## config.mk

```make
export PLATFORM = sky130hd
export DESIGN_NAME = add64_issue_stage
export DESIGN_NICKNAME = d
export VERILOG_FILES = /design/src/rtl/add64_issue_stage.sv
export SDC_FILE = /design/constraint.sdc
export NUM_CORES = 1
export LEC_CHECK = 0
export CAP_MARGIN = 20
export CORE_UTILIZATION = 40
export CTS_CLUSTER_DIAMETER = 100
export DETAILED_ROUTE_END_ITERATION = 10
export SLEW_MARGIN = 15
export SYNTH_ARGS = -nofsm -noshare
export SYNTH_HDL_FRONTEND = slang
export SYNTH_SLANG_ARGS = --single-unit
```

## constraint.sdc

```tcl
create_clock -name clk -period 11.4 [get_ports clk]
set_clock_uncertainty 0.2 [all_clocks]
set_input_delay 1.71 -clock clk [delete_from_list [all_inputs] [get_ports clk]]
set_output_delay 1.71 -clock clk [all_outputs]
set_load 0.05 [all_outputs]
```

## src/rtl/add64_issue_stage.sv

```systemverilog
`default_nettype none
// ============================================================================
// Module  : add64_issue_stage
// Brief   : In-order operand issue queue feeding a registered 64-bit adder,
//           tracking an architectural carry flag.
// Revision: 1.0 - initial release
// ============================================================================
module add64_issue_stage #(
    parameter int DEPTH     = 4,
    parameter int ADDER_LAT = 1
) (
    input  logic                     clk,
    input  logic                     rst,
    input  logic                     in_valid,
    output logic                     in_ready,
    input  logic [1:0]               in_op,
    input  logic [63:0]              in_a,
    input  logic [63:0]              in_b,
    output logic [63:0]              a_o,
    output logic [63:0]              b_o,
    output logic                     cin_o,
    output logic                     issue_o,
    input  logic                     cout_r_i,
    output logic                     carry_flag_o,
    output logic [$clog2(DEPTH):0]   level_o,
    output logic                     busy_o
);

    localparam int c_PTR_W = $clog2(DEPTH);
    localparam int c_LVL_W = c_PTR_W + 1;
    localparam int c_OUT_W = $clog2(ADDER_LAT + 2) + 1;
    localparam logic [c_LVL_W-1:0] c_FULL_LVL = c_LVL_W'(DEPTH);

    logic [1:0]          r_op_mem [DEPTH];
    logic [63:0]         r_a_mem  [DEPTH];
    logic [63:0]         r_b_mem  [DEPTH];
    logic [c_PTR_W-1:0]  r_wr_ptr;
    logic [c_PTR_W-1:0]  r_rd_ptr;
    logic [c_LVL_W-1:0]  r_level;
    logic [c_OUT_W-1:0]  r_outstanding;
    logic [ADDER_LAT-1:0] r_pipe;
    logic [63:0]         r_a;
    logic [63:0]         r_b;
    logic                r_cin;
    logic                r_issue;
    logic                r_carry_flag;

    logic                w_full;
    logic                w_empty;
    logic                w_push;
    logic                w_pop;
    logic                w_tap;
    logic [1:0]          w_head_op;

    assign w_full    = (r_level == c_FULL_LVL);
    assign w_empty   = (r_level == '0);
    assign in_ready  = !w_full && !rst;
    assign w_push    = in_valid && in_ready;
    assign w_head_op = r_op_mem[r_rd_ptr];
    assign w_tap     = r_pipe[ADDER_LAT-1];

    // op[1] marks carry consumers: they wait until no result is pending so the flag is final
    assign w_pop = !w_empty &&
                   (!w_head_op[1] || ((r_outstanding == '0) && !r_issue));

    always_ff @(posedge clk) begin
        if (w_push) begin
            r_op_mem[r_wr_ptr] <= in_op;
            r_a_mem[r_wr_ptr]  <= in_a;
            r_b_mem[r_wr_ptr]  <= in_b;
        end
    end

    always_ff @(posedge clk) begin
        if (rst) begin
            r_wr_ptr <= '0;
            r_rd_ptr <= '0;
            r_level  <= '0;
            r_a      <= '0;
            r_b      <= '0;
            r_cin    <= 1'b0;
            r_issue  <= 1'b0;
        end else begin
            r_issue <= w_pop;
            if (w_push) begin
                r_wr_ptr <= r_wr_ptr + c_PTR_W'(1);
            end
            if (w_pop) begin
                r_rd_ptr <= r_rd_ptr + c_PTR_W'(1);
                r_a      <= r_a_mem[r_rd_ptr];
                r_b      <= w_head_op[0] ? ~r_b_mem[r_rd_ptr] : r_b_mem[r_rd_ptr];
                r_cin    <= w_head_op[1] ? r_carry_flag : w_head_op[0];
            end
            case ({w_push, w_pop})
                2'b10:   r_level <= r_level + c_LVL_W'(1);
                2'b01:   r_level <= r_level - c_LVL_W'(1);
                default: r_level <= r_level;
            endcase
        end
    end

    // Each issue bit travels ADDER_LAT stages; the last stage lines up with cout_r_i
    generate
        if (ADDER_LAT == 1) begin : g_pipe_single
            always_ff @(posedge clk) begin
                if (rst) r_pipe <= '0;
                else     r_pipe <= r_issue;
            end
        end else begin : g_pipe_multi
            always_ff @(posedge clk) begin
                if (rst) r_pipe <= '0;
                else     r_pipe <= {r_pipe[ADDER_LAT-2:0], r_issue};
            end
        end
    endgenerate

    always_ff @(posedge clk) begin
        if (rst) begin
            r_outstanding <= '0;
            r_carry_flag  <= 1'b0;
        end else begin
            if (w_tap) begin
                r_carry_flag <= cout_r_i;
            end
            case ({r_issue, w_tap})
                2'b10:   r_outstanding <= r_outstanding + c_OUT_W'(1);
                2'b01:   r_outstanding <= r_outstanding - c_OUT_W'(1);
                default: r_outstanding <= r_outstanding;
            endcase
        end
    end

    assign a_o          = r_a;
    assign b_o          = r_b;
    assign cin_o        = r_cin;
    assign issue_o      = r_issue;
    assign carry_flag_o = r_carry_flag;
    assign level_o      = r_level;
    assign busy_o       = (r_level != '0) || (r_outstanding != '0) || r_issue;

endmodule
`default_nettype wire

```

# Word-level counts from Yosys, hierarchy flattened
# Memory sizes are Yosys's and may differ from the RTL's. A register that Yosys moved wholly into a read port is not among the register bits.
# Cells that the tools add are included.
# totals
ramBits,520
regBits,78
latch_bits,0
word_cells,52
mem_bits_ro,0
output_inout_bits,136
mem_count,3
# classes
n_bitwise,1
n_reduce_logical,18
multipliers,0
shift,0
mux,10
magnitude_cmp,0
addsub,6
div_mod_pow,0
eq_ne,5
# mem_list
name,words,width,read_ports,rd_ports_with_merged_regs,wr,line_no,source
r_a_mem,4,64,1,1,1,35,logic [63:0] r_a_mem [DEPTH];
r_b_mem,4,64,1,1,1,36,logic [63:0] r_b_mem [DEPTH];
r_op_mem,4,2,1,1,1,34,logic [1:0] r_op_mem [DEPTH];
# ops
cell,n
$mux W64,1
$not A64 Y64,1
$pmux W3 S2,2
$mux W2,4
$add A3 B1 Y3 const B,2
$logic_not A3 Y1,2
$reduce_bool A3 Y1,2
$sub A3 B1 Y3 const B,2
$logic_not A1 Y1,5
$add A2 B1 Y2 const B,2
$eq A2 B1 Y1 const B,2
$eq A2 B2 Y1 const B,2
$logic_and A1 B1 Y1,4
$reduce_bool A2 Y1,2
$eq A3 B3 Y1 const B,1
$logic_or A1 B1 Y1,3
$mux W1,3

# Logic depth before layout (Yosys ltp)
# depth
word_depth,6
ltp_mapped,12
depth_no_buf,9

# Worst setup path after synthesis
# OpenSTA, ideal clock, no wires.
# synth_timing
path_type,input to register
startpoint,input port rst
endpoint,"memory r_a_mem[0][0], enable pin"
t_required_ps,10695
n_path_buf,1
stages,3
arrival_time_ps,5315
slack_ps,5380
path_cell_list,clkbuf_1 -> nor3_1 -> and2_1
# synth_via
elab_chain_cells,5
# synth_rtl
element,line_no,source
from (decl),13,"input logic rst,"
$logic_not A1 Y1,57,assign in_ready = !w_full && !rst;
$logic_and A1 B1 Y1,57,
$logic_and A1 B1 Y1,58,assign w_push = in_valid && in_ready;
$mux W1,67,if (w_push) begin
$mux W1 (implied by the code),69,r_a_mem[r_wr_ptr] <= in_a;
to (decl),35,
# No other way between the ends.

# Final worst setup path
# layout_timing
startpoint,input port in_valid
endpoint,"memory r_b_mem[2][13], enable pin"
# layout_via
elab_chain_cells,3
# layout_rtl
element,line_no,source
from (decl),14,"input logic in_valid,"
$logic_and A1 B1 Y1,58,
$mux W1,67,
$mux W1 (implied by the code),70,r_b_mem[r_wr_ptr] <= in_b;
to (decl),36,
# No other way between the ends.

==> run summary <==
Final worst-path cycle share: 44.5%
Post-CTS setup buffer count: 0
CP Capture Type: flip-flop
Post-synth EDFFs: 520
Slew @ Worst Pin: 1.08 ns
CTS tree: built
CTS max path bufs: 3
Avg Inst Size Synth: 18.3 sq um
Post-synthesis cell count: 1427
Resize count post-CTS: 0
Pre-antenna DRT Iters: 5
GRT Total Usage: 17.9%
Sequential fraction of the synthesis area: 70.8%
Die height: 258 microns
Netlist Area Pre-Place: 0.0261 sq mm
Max Slew Vio Count: 0
DPL Wire Length: 34400 microns
Post-Route M1 WL: 26200 microns
Root Buffer: clkbuf_16
Main flop type after synthesis: edfxtp_1
Largest fanout on the critical path: 49
FF-to-FF setup slack: 7.19 ns
Core Area: 0.0645 sq mm
Hold Path Origin: a_o[35]
RSZ-0062 raised after global routing: no
CP Class: in -> reg
Count of final setup violators: 0
Area grow syn2layout: 21.7%
ANT nets after route: 0
Sw frac: 34.9%
YS warnings: 0
Cts hold-fix bufs: 0
Origin of the critical flop-to-flop path: level_o[0]
Vias per cell: 5.30
Clock Sinks: 664
Port bufs: 269
DR WL/cell: 22.7 microns
Io pins: 270
Hold Path Class: reg -> reg
Sequential cell fraction of total power: 38.5%
Sum of negative setup slack: 0 ns
Largest net degree at the start of global routing: 77
Max layer used: met5
Post-route core utilization: 49.3%
Clk_lat worst skew: 0.59 ns
Num CTS Buffers: 72
Worst Setup EP: r_b_mem[2][13]
Detailed route wirelength on metal3: 3840 microns
Reg-to-reg endpoint: r_b_mem[2][13]
CTS H-Tree Depth: 3
Relative slew slack: 28.2%
Leak Pwr: 10.5 nW
Die width: 258 microns
Min cycle time layout: 5.07 ns
Share of cells above drive strength 1: 18.8%
Number of global-route vias before repair: 14200
Nets@finish: 1821
# fillers: 5405
Reg2reg path depth: 5
Starting Density: 40.5%
Drt first-iter violations: 940
Clock power frac: 27.3%
Worst path required time: 11.41 ns
Non-Filler Instances: 2595
Cell internal pwr: 0.00536 W
Distinct cells, synth: 39
Antenna violations before repair: 11
Comb power frac: 34.2%
NetSw: 0.00287 W
WP data arrival: 5.08 ns
DIE AREA: 0.0663 sq mm
First-pass GRT wire length: 89900 microns
Synth Register Bits: 664
Placement row count: 93
CP startpoint kind: input port
Worst-path clk slew: 0.06 ns
Drt total wl: 59000 microns
GRT overflow: 0
Remaining DRCs: 0
Max cap viols: 0
Hold Vio Cnt, Final: 0
Status: complete, no violations
Crit path from: in_valid
Peak supply drop: 174 uV
Post-synth ARST share: 0%
Routability-driven placement congestion ratio: 0.713
PD cells: 259 mW/mm^2
Placed cell count: 2460
Post-Syn Nets: 1569
DR vias: 13800
Met2 routed WL: 27900 microns
Fmax: 197 MHz
==> placed cells by master (no fill, tap or decap), types with 12 or more instances in the layout <==
cell / n
clkbuf_16: 77
mux2i_1: 66
nor4_1: 65
and3b_1: 65
clkbuf_1: 17
clkinv_2: 13
a2111oi_2: 57
mux4_2: 125
nor2_1: 13
nand2_1: 128
clkdlybuf4s50_1: 268
buf_4: 21
dfxtp_1: 137
inv_1: 12
edfxtp_1: 520
xnor2_1: 64
==> cell families (layout without fill, tap and decap cells) <==
kind of cell	Yosys count	after routing	share of synthesized area (%)
DFF	664	664	70.8
xor gates and xnor gates	68	68	2.28
other	0	2	0
muxes	199	199	13.9
adders and majority gates	8	8	0.441
and+or+nand+nor	286	286	6.14
buffers and inverters	126	437	2.59
AOI/OAI and AO/OA	76	76	3.83
==> cell usage after synthesis, types with 13 or more instances <==
master	instances	share of area, %
dfxtp_1	144	11
a2111oi_2	57	3.3
and3b_1	65	2.2
xnor2_1	64	2.1
mux4_2	126	11
nor4_1	65	1.6
nor2_1	13	0.19
buf_2	21	0.40
nand2_1	128	1.8
mux2i_1	66	2.5
buf_6	17	0.73
clkbuf_1	58	0.83
edfxtp_1	520	60
inv_1	13	0.19
==> worst min path at each step <==
stage / slack, ns / endpoint / depth (start not counted)
after CTS: 0.27 / a_o[6] / 2
after global routing: 0.28 / a_o[29] / 2
after global placement: 0.25 / a_o[6] / 2
after detailed placement: 0.25 / a_o[32] / 2
after floorplan: 0.25 / r_outstanding[2] / 2
final: 0.26 / a_o[35] / 2
==> per-stage QoR <==
| stage | total power, W | setup slack (ns) | area [sq um] | hold slack (ns) |
|---|---|---|---|---|
| after floorplan | 0.00527 | 5.38 | 26100 | 0.253 |
| after global placement | 0.00602 | 5.71 | 29400 | 0.247 |
| after detailed placement | 0.00605 | 5.70 | 29500 | 0.253 |
| after CTS | 0.00833 | 6.31 | 31800 | 0.268 |
| after global routing | 0.00860 | 6.11 | 31800 | 0.280 |
| final | 0.00823 | 6.33 | 31800 | 0.262 |
==> power by group through the flow <==
stage | clock network, W | logic, W | registers (W)
finish | 0.00225 | 0.00281 | 0.00317
global route | 0.00240 | 0.00299 | 0.00321
CTS | 0.00231 | 0.00285 | 0.00318
detailed placement | 0 | 0.00283 | 0.00322
global placement | 0 | 0.00281 | 0.00321
floorplan | 0 | 0.00155 | 0.00372
==> sequential cells by signal, indices dropped and copies added (netlist names), 3 cells and up, named ones only <==
register and flops:
r_op_mem 8, a_o 64, b_o 64, r_a_mem 256, level_o 3, r_b_mem 256, r_outstanding 3
==> layout make-up <==
type                            count  area [sq um]  share of cell area (%)
Antenna cell                        2          5.00                  0.0157
Clock buffer                      101          2090                    6.56
Clock inverter                     32           223                   0.701
Inverter                           14          57.6                   0.181
Multi-Input combinational cell    637          6960                    21.9
Sequential cell                   664         18500                    58.2
Tap cell                          855          1070                    3.37
Timing Repair Buffer              290          2870                    9.02
==> worst max-delay path, cell delays in order <==
cell and delay, ns:
clkdlybuf4s50_1 0.54, inv_1 0.09, nor3_1 0.54, and2_4 0.66, buf_4 0.66, buf_4 0.71
==> per-layer routing <==
metal | vias up | global-route usage [%]
li1 | 6199 | -
met1 | 7097 | 24.4
met2 | 344 | 28.3
met3 | 97 | 4.82
met4 | 18 | 4.67
met5 | - | 0
Note: power is estimated with default switching activity, not from simulation.
